### src/rtl/inv_shift_sub_stage.sv
// Decryption-round stage: InvShiftRows routing followed by 16 registered inverse-S-box
// lookups, wrapped in a 2-stage valid/ready pipeline with a global stall and a sideband tag.

module inv_sbox_rom (
    input  logic       CLK,
    input  logic       Read_Enable,
    input  logic [7:0] Read_Address,
    output logic [7:0] Read_Data
);
    // FIPS-197 InvSbox, entry a at bits [8a +: 8]
    localparam logic [0:2047] INV_SBOX = {
        128'h52096ad53036a538bf40a39e81f3d7fb,
        128'h7ce339829b2fff87348e4344c4dee9cb,
        128'h547b9432a6c2233dee4c950b42fac34e,
        128'h082ea16628d924b2765ba2496d8bd125,
        128'h72f8f66486689816d4a45ccc5d65b692,
        128'h6c704850fdedb9da5e154657a78d9d84,
        128'h90d8ab008cbcd30af7e45805b8b34506,
        128'hd02c1e8fca3f0f02c1afbd0301138a6b,
        128'h3a9111414f67dcea97f2cfcef0b4e673,
        128'h96ac7422e7ad3585e2f937e81c75df6e,
        128'h47f11a711d29c5896fb7620eaa18be1b,
        128'hfc563e4bc6d279209adbc0fe78cd5af4,
        128'h1fdda8338807c731b11210592780ec5f,
        128'h60517fa919b54a0d2de57a9f93c99cef,
        128'ha0e03b4dae2af5b0c8ebbb3c83539961,
        128'h172b047eba77d626e169146355210c7d
    };

    // NOTE: the lookup register has no reset; whatever it holds is qualified by the stage valid bit.
    always_ff @(posedge CLK) begin
        if (Read_Enable) begin
            Read_Data <= INV_SBOX[{Read_Address, 3'b000} +: 8];
        end
    end
endmodule

module inv_shift_sub_stage #(
    parameter int TAG_W = 4
) (
    input  logic             CLK,
    input  logic             RST_N,
    input  logic             IN_VALID,
    output logic             IN_READY,
    input  logic [0:127]     IN,
    input  logic [TAG_W-1:0] IN_TAG,
    output logic             OUT_VALID,
    input  logic             OUT_READY,
    output logic [0:127]     OUT,
    output logic [TAG_W-1:0] OUT_TAG
);
    logic             en;
    logic [0:127]     shifted;
    logic [0:127]     rom_q;
    logic             v1;
    logic [TAG_W-1:0] tag1;

    // Whole pipe moves together: it advances whenever the output slot is empty or being drained.
    assign en       = ~OUT_VALID | OUT_READY;
    assign IN_READY = en;

    for (genvar k = 0; k < 16; k++) begin : g_byte
        localparam int COL = k / 4;
        localparam int ROW = k % 4;
        localparam int SRC = 4 * ((COL - ROW + 4) % 4) + ROW;

        assign shifted[8*k +: 8] = IN[8*SRC +: 8];

        inv_sbox_rom u_rom (
            .CLK          (CLK),
            .Read_Enable  (en),
            .Read_Address (shifted[8*k +: 8]),
            .Read_Data    (rom_q[8*k +: 8])
        );
    end

    always_ff @(posedge CLK) begin
        if (!RST_N) begin
            v1 <= 1'b0;
        end else if (en) begin
            v1 <= IN_VALID;
        end
    end

    always_ff @(posedge CLK) begin
        if (en) begin
            tag1 <= IN_TAG;
        end
    end

    always_ff @(posedge CLK) begin
        if (!RST_N) begin
            OUT_VALID <= 1'b0;
            OUT       <= '0;
            OUT_TAG   <= '0;
        end else if (en) begin
            OUT_VALID <= v1;
            OUT       <= rom_q;
            OUT_TAG   <= tag1;
        end
    end
endmodule

### config.mk
export PLATFORM = sky130hd
export DESIGN_NAME = inv_shift_sub_stage
export DESIGN_NICKNAME = d
export VERILOG_FILES = /design/src/rtl/inv_shift_sub_stage.sv
export SDC_FILE = /design/constraint.sdc
export NUM_CORES = 2
export LEC_CHECK = 0
export CAP_MARGIN = 20
export CELL_PAD_IN_SITES_DETAIL_PLACEMENT = 0
export CELL_PAD_IN_SITES_GLOBAL_PLACEMENT = 1
export CORE_MARGIN = 2
export CORE_UTILIZATION = 34
export CTS_CLUSTER_SIZE = 24
export DETAILED_ROUTE_END_ITERATION = 8
export PLACE_DENSITY_LB_ADDON = 0.05
export SYNTH_ARGS = -nofsm -noshare
export SYNTH_HDL_FRONTEND = slang
export SYNTH_SLANG_ARGS = --single-unit
### constraint.sdc
create_clock -name CLK -period 14.03 [get_ports CLK]
set_input_delay 1.403 -clock CLK [delete_from_list [all_inputs] [get_ports CLK]]
set_output_delay 1.403 -clock CLK [all_outputs]
set_load 0.05 [all_outputs]
======== After elaboration in Yosys (flattened, before gate mapping) ========
Index checks and enable logic that the tools add are counted.
storage, ports and cells
  flip-flop bits (word level) ............. 266
  output and inout port bits .............. 134
operators by class
  shift operators ......................... 16
  bitwise gates (word level) .............. 18
operator list
  kind                                                                                 number
  2048-bit by 12-bit variable part select with 2049-bit output (first input constant)  16
  11-bit inverter with 12-bit output                                                   16
  1-bit inverter                                                                       1
  1-bit bitwise OR                                                                     1

======== Longest topological paths before layout ========
  word-level depth ........................ 2
  gate-level depth with buffers ........... 13
  gate-level depth less buffers ........... 8

======== By module ========
From an unflattened synthesis, not the netlist that was laid out.
unflattened totals
  cells, all modules ...................... 9113
  area total of the unflattened synthesis .. 62279.7 sq um
modules (own cells, without submodules)
  module               instances  cells each  area each (sq um)  sequential area each (sq um)
  inv_sbox_rom         16         533         3552.2             240.2
  inv_shift_sub_stage  1          585         5445.2             2802.7

======== Worst setup path before layout ========
Ideal clock, no wire load.
  path kind ............................... input to output
  from .................................... input OUT_READY
  to ...................................... output IN_READY
  arrival time ............................ 5.891 ns
  data required time ...................... 12.627 ns
  slack ................................... 6.736 ns
  cell stages on the path ................. 4
  cell sequence ........................... nor2b_1 > clkbuf_1 > inv_2 > clkbuf_1
on the way
  cells in the longest elaborated chain, start to end .. 1
ends and longest elaborated chain
  item                RTL line  source
  start: declaration  48        input logic OUT_READY,
  1-bit bitwise OR    59        assign en = ~OUT_VALID | OUT_READY;
  end: declaration    44        output logic IN_READY,
No other way between the ends.

======== Worst setup path in the final report ========
  from .................................... input IN[7] (netlist name)
  to ...................................... register g_byte[0].u_rom.Read_Data[4] (data pin)
on the way
  cells in the longest elaborated chain, start to end .. 2
ends and longest elaborated chain
  item                                                          RTL line  source
  start: declaration                                            45        input logic [0:127] IN,
  11-bit inverter with 12-bit output (not written as such)      33        Read_Data <= INV_SBOX[{Read_Address, 3'b000} +: 8];
  2048-bit by 12-bit variable part select with 2049-bit output  33
  end signal: assignment                                        33
  end: declaration                                              8         output logic [7:0] Read_Data
No other way between the ends.
A chain may end at the register's enable or synchronous reset.

==> metrics.yaml <==
critical_path:
  crit_chain: "clkdlybuf4s50_1, inv_1, ha_1, nor2_1, nor3b_1, a21oi_1, mux4_2, mux2_2, a211o_1"
  max_stage_delay_ns: 1.12
  r2r-start: "OUT_VALID"
  rr_worst_depth: 5
  crit_end: "g_byte[0].u_rom.Read_Data[4]"
  cpLargestDelayFamily: "buffers and inverters"
  rrSetupSlack_ns: 11.53
  cp-end-kind: "flop"
  worstReg2RegEnd: "OUT[102]"
  critPathBufInv: 2
  critPathLaunch: "IN[7]"
  cp.arrival_ns: 5.42
  cp_slowest_cell: "clkdlybuf4s50_1"
  worstPathRequired_ns: 14.43
  cp_num_cells: 9
  critPathKind: "input pin to flop"
  critical_path_peak_fanout: 20
  critPathLaunchType: "input pin"
finish:
  drive_above_1_share: 0.0769
  final_nets: 8832
  final_cell_mix: "967 x nand2_1, 758 x a21oi_1, 752 x o21ai_0"
  final_common_cell: "nand2_1"
  area_growth_syn_to_layout_pct: 5.54
grt:
  grt_pass1_vias: 69100
  antenna_found_initial: 18
  use_met2: 0.490
  gr-max-usage-layer: "met2"
  grt_pass1_wl_um: 466000
  grt_use_total: 0.319
  grt_max_degree: 155
  overflow: 0
  grtUsageMet1: 0.438
  use_met3: 0.0496
routing:
  wl_um: 313000
  ant_nets: 0
  drtIter0Drc: 12800
  wl_per_cell_um: 28.9
  post_drt_via_cell_ratio: 6.99
  drcViolationCount: 0
  firstDrtPassIters: 8
  vias: 75600
timing:
  setup_violations: 0
  tns_ns: 0
  fin_crit_ns: 5.02
  fin_hold_ws_ns: 0.459
  max_freq_mhz: 199
  period_share: 0.358
  tightestPinTransition_ns: 1.24
  fin_worst_skew_ns: 0.0156
  rsz0062_at_grt: "false"
  slew_headroom: 0.172
  hold_violations: 0
  final_max_slew_viol_count: 0
clocking:
  cts_sinks: 266
  postCtsSetupBuffers: 0
  cts_htree_levels: 2
  clk_pin_slew_ns: 0.06
  cts-resized-gates: 0
  worstSkewPairLatency_ns: 0.66
  numCtsBuffers: 46
  cts_hold_buf: 0
  clock_path_buffers: 3
  root_buffer: "clkbuf_16"
  tritoncts: "done"
pwr:
  powerDensity_mw_per_mm2: 71.6
  peakVddDrop_mv: 0.0885
  p_leak_nw: 22.7
synth:
  ys_seq_area_frac: 0.108
  syn_nets: 9449
  syn_area_mm2: 0.0613
  avgSynthCellArea_um2: 6.79
  synth-main-ff-cell: "dfxtp_1"
  synth-edff-count: 132
  yosysWarnings: 0
  synth_cell_types: 98
  synthCells: 9031
  async_flop_share: 0
  ys_ff_latch: 266
floorplan:
  start_util: 0.343
  die_h_um: 429
  dieWidth_um: 429
  ios: 270
  core_mm2: 0.179
  rows: 155
  die_area_mm2: 0.184
placement:
  post-dp-hpwl_um: 207000
  port_buffers: 269
  gp_congestion: 0.987
flow_run:
  maxCapViolCount: 0
hold_path:
  hp-class: "flop to flop"
outcome:
  status: "finished clean"
==> flip-flops by register name, indices dropped and copies added, names as in the netlist <==
name,cells
OUT,128
g_byte.u_rom.Read_Data,128
OUT_TAG,4
tag1,4
OUT_VALID,1
v1,1
==> worst min path at each step <==
stage             start         to  slack (ns)  depth (start not counted)
2_1_floorplan        v1  OUT_VALID        0.44                          1
3_3_place_gp         v1  OUT_VALID        0.45                          1
3_5_place_dp    OUT[53]    OUT[53]        0.46                          2
4_1_cts         OUT[53]    OUT[53]        0.46                          2
5_1_grt         OUT[51]    OUT[51]        0.48                          2
6_report       OUT[117]   OUT[117]        0.46                          2
==> metal layers <==
metal | routed length, um | vias up | share of wire
li1 | - | 33100 | -
met1 | 127000 | 36100 | 0.41
met2 | 138000 | 5410 | 0.44
met3 | 31600 | 950 | 0.10
met4 | 16200 | 4 | 0.052
met5 | 22 | - | 0.000070
==> per-stage QoR <==
stage	cell area (um^2)	std cells	utilization	total power, mW	worst slack, ns
3_3_place_gp	63100	10700	0.353	3.40	8.57
2_1_floorplan	61300	9031	-	2.61	6.74
4_1_cts	64700	10800	0.362	4.62	9.23
5_1_grt	64700	10800	0.362	4.86	8.93
6_report	64700	10800	0.362	4.63	9.01
3_5_place_dp	63100	10700	0.353	3.36	8.48
==> layout make-up <==
cell class | instances | area, um^2
fill | 19500 | 114000
multi-input combinational | 7497 | 49200
sequential | 266 | 6650
timing repair buffer | 436 | 3710
tap | 2355 | 2950
clock buffer | 61 | 1300
inverter | 167 | 634
clock inverter | 23 | 243
antenna | 11 | 27.5
==> kinds of logic after synthesis <==
| group | count (synthesis) | synth area share |
|---|---|---|
| AOI/OAI and AO/OA | 3666 | 0.407 |
| xor gates and xnor gates | 30 | 0.00441 |
| adders and majority gates | 283 | 0.0577 |
| buffers and inverters | 1268 | 0.0893 |
| DFF | 266 | 0.108 |
| muxes | 279 | 0.0768 |
| and+or+nand+nor | 3239 | 0.256 |
==> worst reg2reg max path: stages, from the launching register on <==
cell and delay, ns:
dfxtp_1 0.32, nor2b_4 0.34, buf_4 0.64, buf_4 0.77, nand2_1 0.15, a21boi_0 0.19
==> synth_stat cells (63+ instances only) <==
cell type | instances | area share
a211oi_1 | 240 | 0.029
o21ai_0 | 752 | 0.061
inv_1 | 128 | 0.0078
dfxtp_1 | 134 | 0.044
and3_1 | 63 | 0.0064
o221ai_1 | 75 | 0.011
clkbuf_1 | 592 | 0.036
a31oi_1 | 217 | 0.022
a311oi_1 | 175 | 0.025
o31ai_1 | 113 | 0.014
buf_1 | 73 | 0.0045
mux4_2 | 149 | 0.055
and2_1 | 83 | 0.0085
o311ai_0 | 142 | 0.020
or2_2 | 70 | 0.0071
mux2i_1 | 92 | 0.015
edfxtp_1 | 132 | 0.065
buf_2 | 383 | 0.031
a211o_1 | 70 | 0.010
nor2b_1 | 260 | 0.027
o211ai_1 | 230 | 0.028
nand2_1 | 967 | 0.059
a21oi_1 | 758 | 0.062
nor2_1 | 664 | 0.041
nand3_1 | 262 | 0.021
a221oi_1 | 71 | 0.010
nor3_1 | 306 | 0.025
a21boi_0 | 155 | 0.019
nand2b_1 | 306 | 0.031
ha_1 | 282 | 0.058
==> power by group <==
part           leakage [nW]  internal, mW  switching, mW
clock network         0.742         0.708          0.494
registers              2.49         0.931         0.0532
logic                  19.5         0.798           1.65
Power figures use the tool's default switching activity.
